--- src/rtl/alu_pkg.sv ---
// Shared ALU definitions: default widths, opcode encodings and driver state encoding.
package alu_pkg;

  localparam int unsigned ALU_WIDTH = 4;
  localparam int unsigned ALU_OP_W  = 3;

  localparam logic [ALU_OP_W-1:0] OP_ADD = 3'd0;
  localparam logic [ALU_OP_W-1:0] OP_SUB = 3'd1;
  localparam logic [ALU_OP_W-1:0] OP_AND = 3'd2;
  localparam logic [ALU_OP_W-1:0] OP_OR  = 3'd3;
  localparam logic [ALU_OP_W-1:0] OP_XOR = 3'd4;
  localparam logic [ALU_OP_W-1:0] OP_EQ  = 3'd5;
  localparam logic [ALU_OP_W-1:0] OP_SHL = 3'd6;
  localparam logic [ALU_OP_W-1:0] OP_SHR = 3'd7;

  typedef enum logic [1:0] {
    ST_IDLE = 2'd0,
    ST_EXEC = 2'd1,
    ST_RESP = 2'd2
  } state_t;

endpackage

--- src/rtl/alu_cmd_driver.sv ---
// Command-side initiator for the external combinational ALU: accumulator, repeat counter, response port.
// Optional sticky carry/borrow output enabled by defining ALU_CMD_DRIVER_CARRY_EN.
module alu_cmd_driver
  import alu_pkg::*;
#(
  parameter int unsigned WIDTH = ALU_WIDTH,
  parameter int unsigned OP_W  = ALU_OP_W,
  parameter int unsigned CNT_W = 2
) (
  input  logic             clk,
  input  logic             rst,
  input  logic             cmd_valid,
  output logic             cmd_ready,
  input  logic [OP_W-1:0]  cmd_op,
  input  logic [WIDTH-1:0] cmd_imm,
  input  logic             cmd_load,
  input  logic [CNT_W-1:0] cmd_cnt,
  output logic [WIDTH-1:0] alu_a,
  output logic [WIDTH-1:0] alu_b,
  output logic [OP_W-1:0]  alu_sel,
  input  logic [WIDTH-1:0] alu_r,
  input  logic             alu_flag,
  output logic             rsp_valid,
  input  logic             rsp_ready,
  output logic [WIDTH-1:0] rsp_data,
`ifdef ALU_CMD_DRIVER_CARRY_EN
  output logic             rsp_carry,
`endif
  output logic             rsp_flag
);

  state_t           state;
  logic [WIDTH-1:0] acc;
  logic [WIDTH-1:0] imm_q;
  logic [OP_W-1:0]  op_q;
  logic [CNT_W-1:0] cnt_q;

  // The ALU always sees the live accumulator and the latched command.
  assign alu_a    = acc;
  assign alu_b    = imm_q;
  assign alu_sel  = op_q;
  assign rsp_data = acc;

`ifdef ALU_CMD_DRIVER_CARRY_EN
  logic [WIDTH:0] add_ext;
  logic           step_carry;

  // Carry/borrow produced by the current EXEC step, derived from the operands.
  always_comb begin
    add_ext    = {1'b0, acc} + {1'b0, imm_q};
    step_carry = 1'b0;
    case (op_q)
      OP_W'(OP_ADD): step_carry = add_ext[WIDTH];
      OP_W'(OP_SUB): step_carry = (imm_q > acc);
      OP_W'(OP_SHL): step_carry = acc[WIDTH-1];
      OP_W'(OP_SHR): step_carry = acc[0];
      default:       step_carry = 1'b0;
    endcase
  end
`endif

  always_ff @(posedge clk or posedge rst) begin
    if (rst) begin
      state     <= ST_IDLE;
      acc       <= '0;
      imm_q     <= '0;
      op_q      <= '0;
      cnt_q     <= '0;
      cmd_ready <= 1'b1;
      rsp_valid <= 1'b0;
      rsp_flag  <= 1'b0;
`ifdef ALU_CMD_DRIVER_CARRY_EN
      rsp_carry <= 1'b0;
`endif
    end else begin
      case (state)
        ST_IDLE: begin
          if (cmd_valid && cmd_ready) begin
            cmd_ready <= 1'b0;
`ifdef ALU_CMD_DRIVER_CARRY_EN
            rsp_carry <= 1'b0;
`endif
            if (cmd_load) begin
              acc       <= cmd_imm;
              rsp_flag  <= 1'b0;
              rsp_valid <= 1'b1;
              state     <= ST_RESP;
            end else begin
              op_q  <= cmd_op;
              imm_q <= cmd_imm;
              cnt_q <= cmd_cnt;
              state <= ST_EXEC;
            end
          end
        end
        ST_EXEC: begin
          acc <= alu_r;
`ifdef ALU_CMD_DRIVER_CARRY_EN
          rsp_carry <= rsp_carry | step_carry;
`endif
          if (cnt_q == '0) begin
            rsp_flag  <= alu_flag;
            rsp_valid <= 1'b1;
            state     <= ST_RESP;
          end else begin
            cnt_q <= cnt_q - CNT_W'(1);
          end
        end
        ST_RESP: begin
          if (rsp_valid && rsp_ready) begin
            rsp_valid <= 1'b0;
            cmd_ready <= 1'b1;
            state     <= ST_IDLE;
          end
        end
        default: begin
          state     <= ST_IDLE;
          rsp_valid <= 1'b0;
          cmd_ready <= 1'b1;
        end
      endcase
    end
  end

endmodule

--- config.mk ---
export PLATFORM = sky130hd
export DESIGN_NAME = alu_cmd_driver
export DESIGN_NICKNAME = d
export VERILOG_FILES = /design/src/rtl/alu_pkg.sv /design/src/rtl/alu_cmd_driver.sv
export SDC_FILE = /design/constraint.sdc
export NUM_CORES = 1
export LEC_CHECK = 0
export ABC_AREA = 1
export CORE_AREA = 5 5 57 59
export DETAILED_ROUTE_END_ITERATION = 10
export DIE_AREA = 0 0 62 64
export GPL_ROUTABILITY_DRIVEN = 1
export GPL_TIMING_DRIVEN = 1
export PLACE_DENSITY = 0.68
export SLEW_MARGIN = 5
export SYNTH_ARGS = -nofsm -noshare
export SYNTH_HDL_FRONTEND = slang
export SYNTH_SLANG_ARGS = --single-unit
--- constraint.sdc ---
create_clock -name clk -period 1 [get_ports clk]
set_input_delay 0.15 -clock clk [delete_from_list [all_inputs] [get_ports clk]]
set_output_delay 0.15 -clock clk [all_outputs]
set_load 0.005 [all_outputs]
==> summary.txt <==
outcome = complete, but fails checks
failing checks = negative setup slack
first-pass GRT wire length = 4270 um
Hold Crit Class = in2async
post-synth net total = 137
R2R depth = 7
clock tree from TritonCTS = done
ANT nets after route = 0
footprint of the multi-input gates = 485 um2
WL/cell = 11.5 um
share of cells above drive strength 1 = 43.9%
Reg2Reg Launch Point = cmd_ready
nets = 201
vias in the first global route = 1,029
Seq/Total Area, Yosys = 46.2%
Area after DPL = 0.00146 mm2
Peak VDD IR = 0.00148 V
total number of H-tree levels = 1
Pwr Density = 2670 mW/mm2
pin count of the biggest net entering global routing = 19
Reg clk slew, reported paths = 0.10 ns
worst-skew pair later-pin latency = 0.30 ns
Yosys cell types = 20
Synth area leaders = dfrtp_1 (44%), nand2_1 (18%), nand3_1 (6.1%), nand2_2 (5.8%), nand2_4 (3.5%)
Worst Path Required = 1.24 ns
crit path kind = reg2reg
worst-path fanout max = 9
Routed Wire Length = 2420 um
Final min period = 1.20 ns
# port buffers = 36
RSZ-0062 raised after global routing = yes
crit path launch type = register
die footprint = 0.00397 mm2
Slew HR = 84.3%
total clock sinks = 18
total CTS buffers = 3
Design Area, Final = 0.00160 mm2
Synth Register Bits = 18
core area = 0.00266 mm2
dpl hpwl = 1810 um
Slew Viols, Final = 0
post-synth top area cell = dfrtp_1
DR vias/cell = 4.67
Register Area = 454 um2
WP data arrival = 1.44 ns
Max Cap Viol = 0
Worst-Margin Slew = 0.235 ns
leakage = 0.849 nW
Syn Inst Count = 117
worst r2r dst = cnt_q[1]
initial antenna violation count = 0
GRT Overall Usage = 14.2%
setup violators final = 23
first-pass detailed-route iteration total = 4
fillers = 258
Die H = 64 um
Worst Slack Setup Final = -0.196 ns
Syn Std Cell Area = 977 um2
period utilization = 120%
R2R setup slack = -0.20 ns
clock tree buffer depth = 2
routability cong. = 0.869
CTS Hold Bufs = 0
Remaining DRCs = 0
1st-iter DRT viols = 20
Synth Warn # = 0
CTS root buf = clkbuf_4
via count = 985
Die X-Extent = 62 um
Initial Util = 36.7%
n_diodes = 0
# IOs = 37
syn avg cell area = 8.35 um2
total grt overflow = 0
Fmax = 836 MHz
Hold WS = 0.143 ns
Worst setup EP type = register
Rows = 19
area delta synth->final = 63.3%
clock skew = 0.00330 ns
Final Hold Vio Count = 0
Yosys top cell area share = 43.5%
## worst max-delay path, stage by stage (launching register included)
cell,delay (ns)
dfstp_2,0.55
buf_6,0.11
nand2_8,0.06
nor2_8,0.12
nand2_8,0.10
nand2_4,0.08
nand2_1,0.04
nand2_1,0.07
## per-stage QoR
step                      utilization (%)  instances  setup WS (ns)  setup TNS (ns)  total power (W)
after global placement               54.9        192         -0.253           -3.88          0.00348
after global routing                 59.9        211         -0.282           -4.76          0.00466
final                                59.9        211         -0.196           -3.07          0.00426
after floorplan                         -        117        -0.0652          -0.758          0.00242
after detailed placement             54.9        192         -0.261           -4.19          0.00353
after CTS                            57.9        206         -0.213           -3.43          0.00414
## report_power, final
part           total, W  switching [W]  internal, W
logic           0.00258        0.00116      0.00142
registers       0.00129       0.000220      0.00107
clock network  0.000387       0.000232     0.000156
total           0.00426        0.00161      0.00265
## worst max-delay path by stage
| stage | start | endpoint | cells past startpoint |
|---|---|---|---|
| 2_1_floorplan | state[1] | alu_b[0] | 7 |
| 3_3_place_gp | cmd_load | rsp_flag | 6 |
| 3_5_place_dp | cmd_valid | alu_sel[1] | 7 |
| 4_1_cts | cmd_ready | alu_b[3] | 7 |
| 5_1_grt | cmd_ready | cnt_q[1] | 7 |
| 6_report | cmd_ready | cnt_q[1] | 7 |
## layout by cell type (no fill, tap or decap), types with 2 or more instances in the layout
master and n:
o21ai_0 2, inv_1 6, clkdlybuf4s50_1 18, nand2_4 4, dfrtp_1 15, o21ai_1 2
dfrtp_2 2, clkbuf_4 3, nand2_8 2, buf_2 13, buf_6 9, a21oi_1 2
buf_4 22, nand3_1 12, nand2_2 13, nand2_1 41
## routing by layer
metal,global-route usage (%),wire (um),up-vias
met5,0,0,-
met4,5.57,31,0
met3,3.42,214,2
met2,22.9,1200,39
met1,17.6,975,456
li1,-,-,488
## timing repair
action / 4_1_cts / 5_1_grt
setup endpoints to repair: 36 / 35
setup buffers: 10 / 5
resized for setup: 84 / 5
pin swaps: 2 / 2
## sequential cells by signal, summed over array words and instances (netlist names)
register	flops
rsp_flag	1
alu_sel	3
alu_b	4
cmd_ready	1
state	2
cnt_q	2
alu_a	4
rsp_valid	1
## logic make-up (layout without fill, tap and decap cells)
group                    count (synthesis)  after routing  synth area share, %
AO/OA/AOI/OAI                            7              7                 3.58
AND/OR/NAND/NOR                         77             77                 40.2
adder cells (fa/ha/maj)                  1              1                 1.28
flip-flops                              18             18                 46.2
buffers and inverters                   14             77                 8.71
## synth_stat cells
master / n
nand3_2: 1
inv_4: 1
nand3_1: 12
inv_1: 7
a21oi_1: 2
nor2_2: 2
nand2_2: 9
nand2_8: 1
buf_4: 4
nor2_1: 1
nand2_1: 47
dfrtp_1: 17
o21ai_1: 3
nor2_8: 1
inv_8: 1
ha_1: 1
dfstp_2: 1
buf_6: 1
nand2_4: 3
o21ai_0: 2
## area by class of cell
type | instances | area share, %
Multi-Input combinational cell | 85 | 30.4
Inverter | 9 | 3.06
Tap cell | 31 | 2.43
Clock buffer | 4 | 1.65
Timing Repair Buffer | 64 | 34.0
Sequential cell | 18 | 28.5
(Power assumes the default switching activity.)
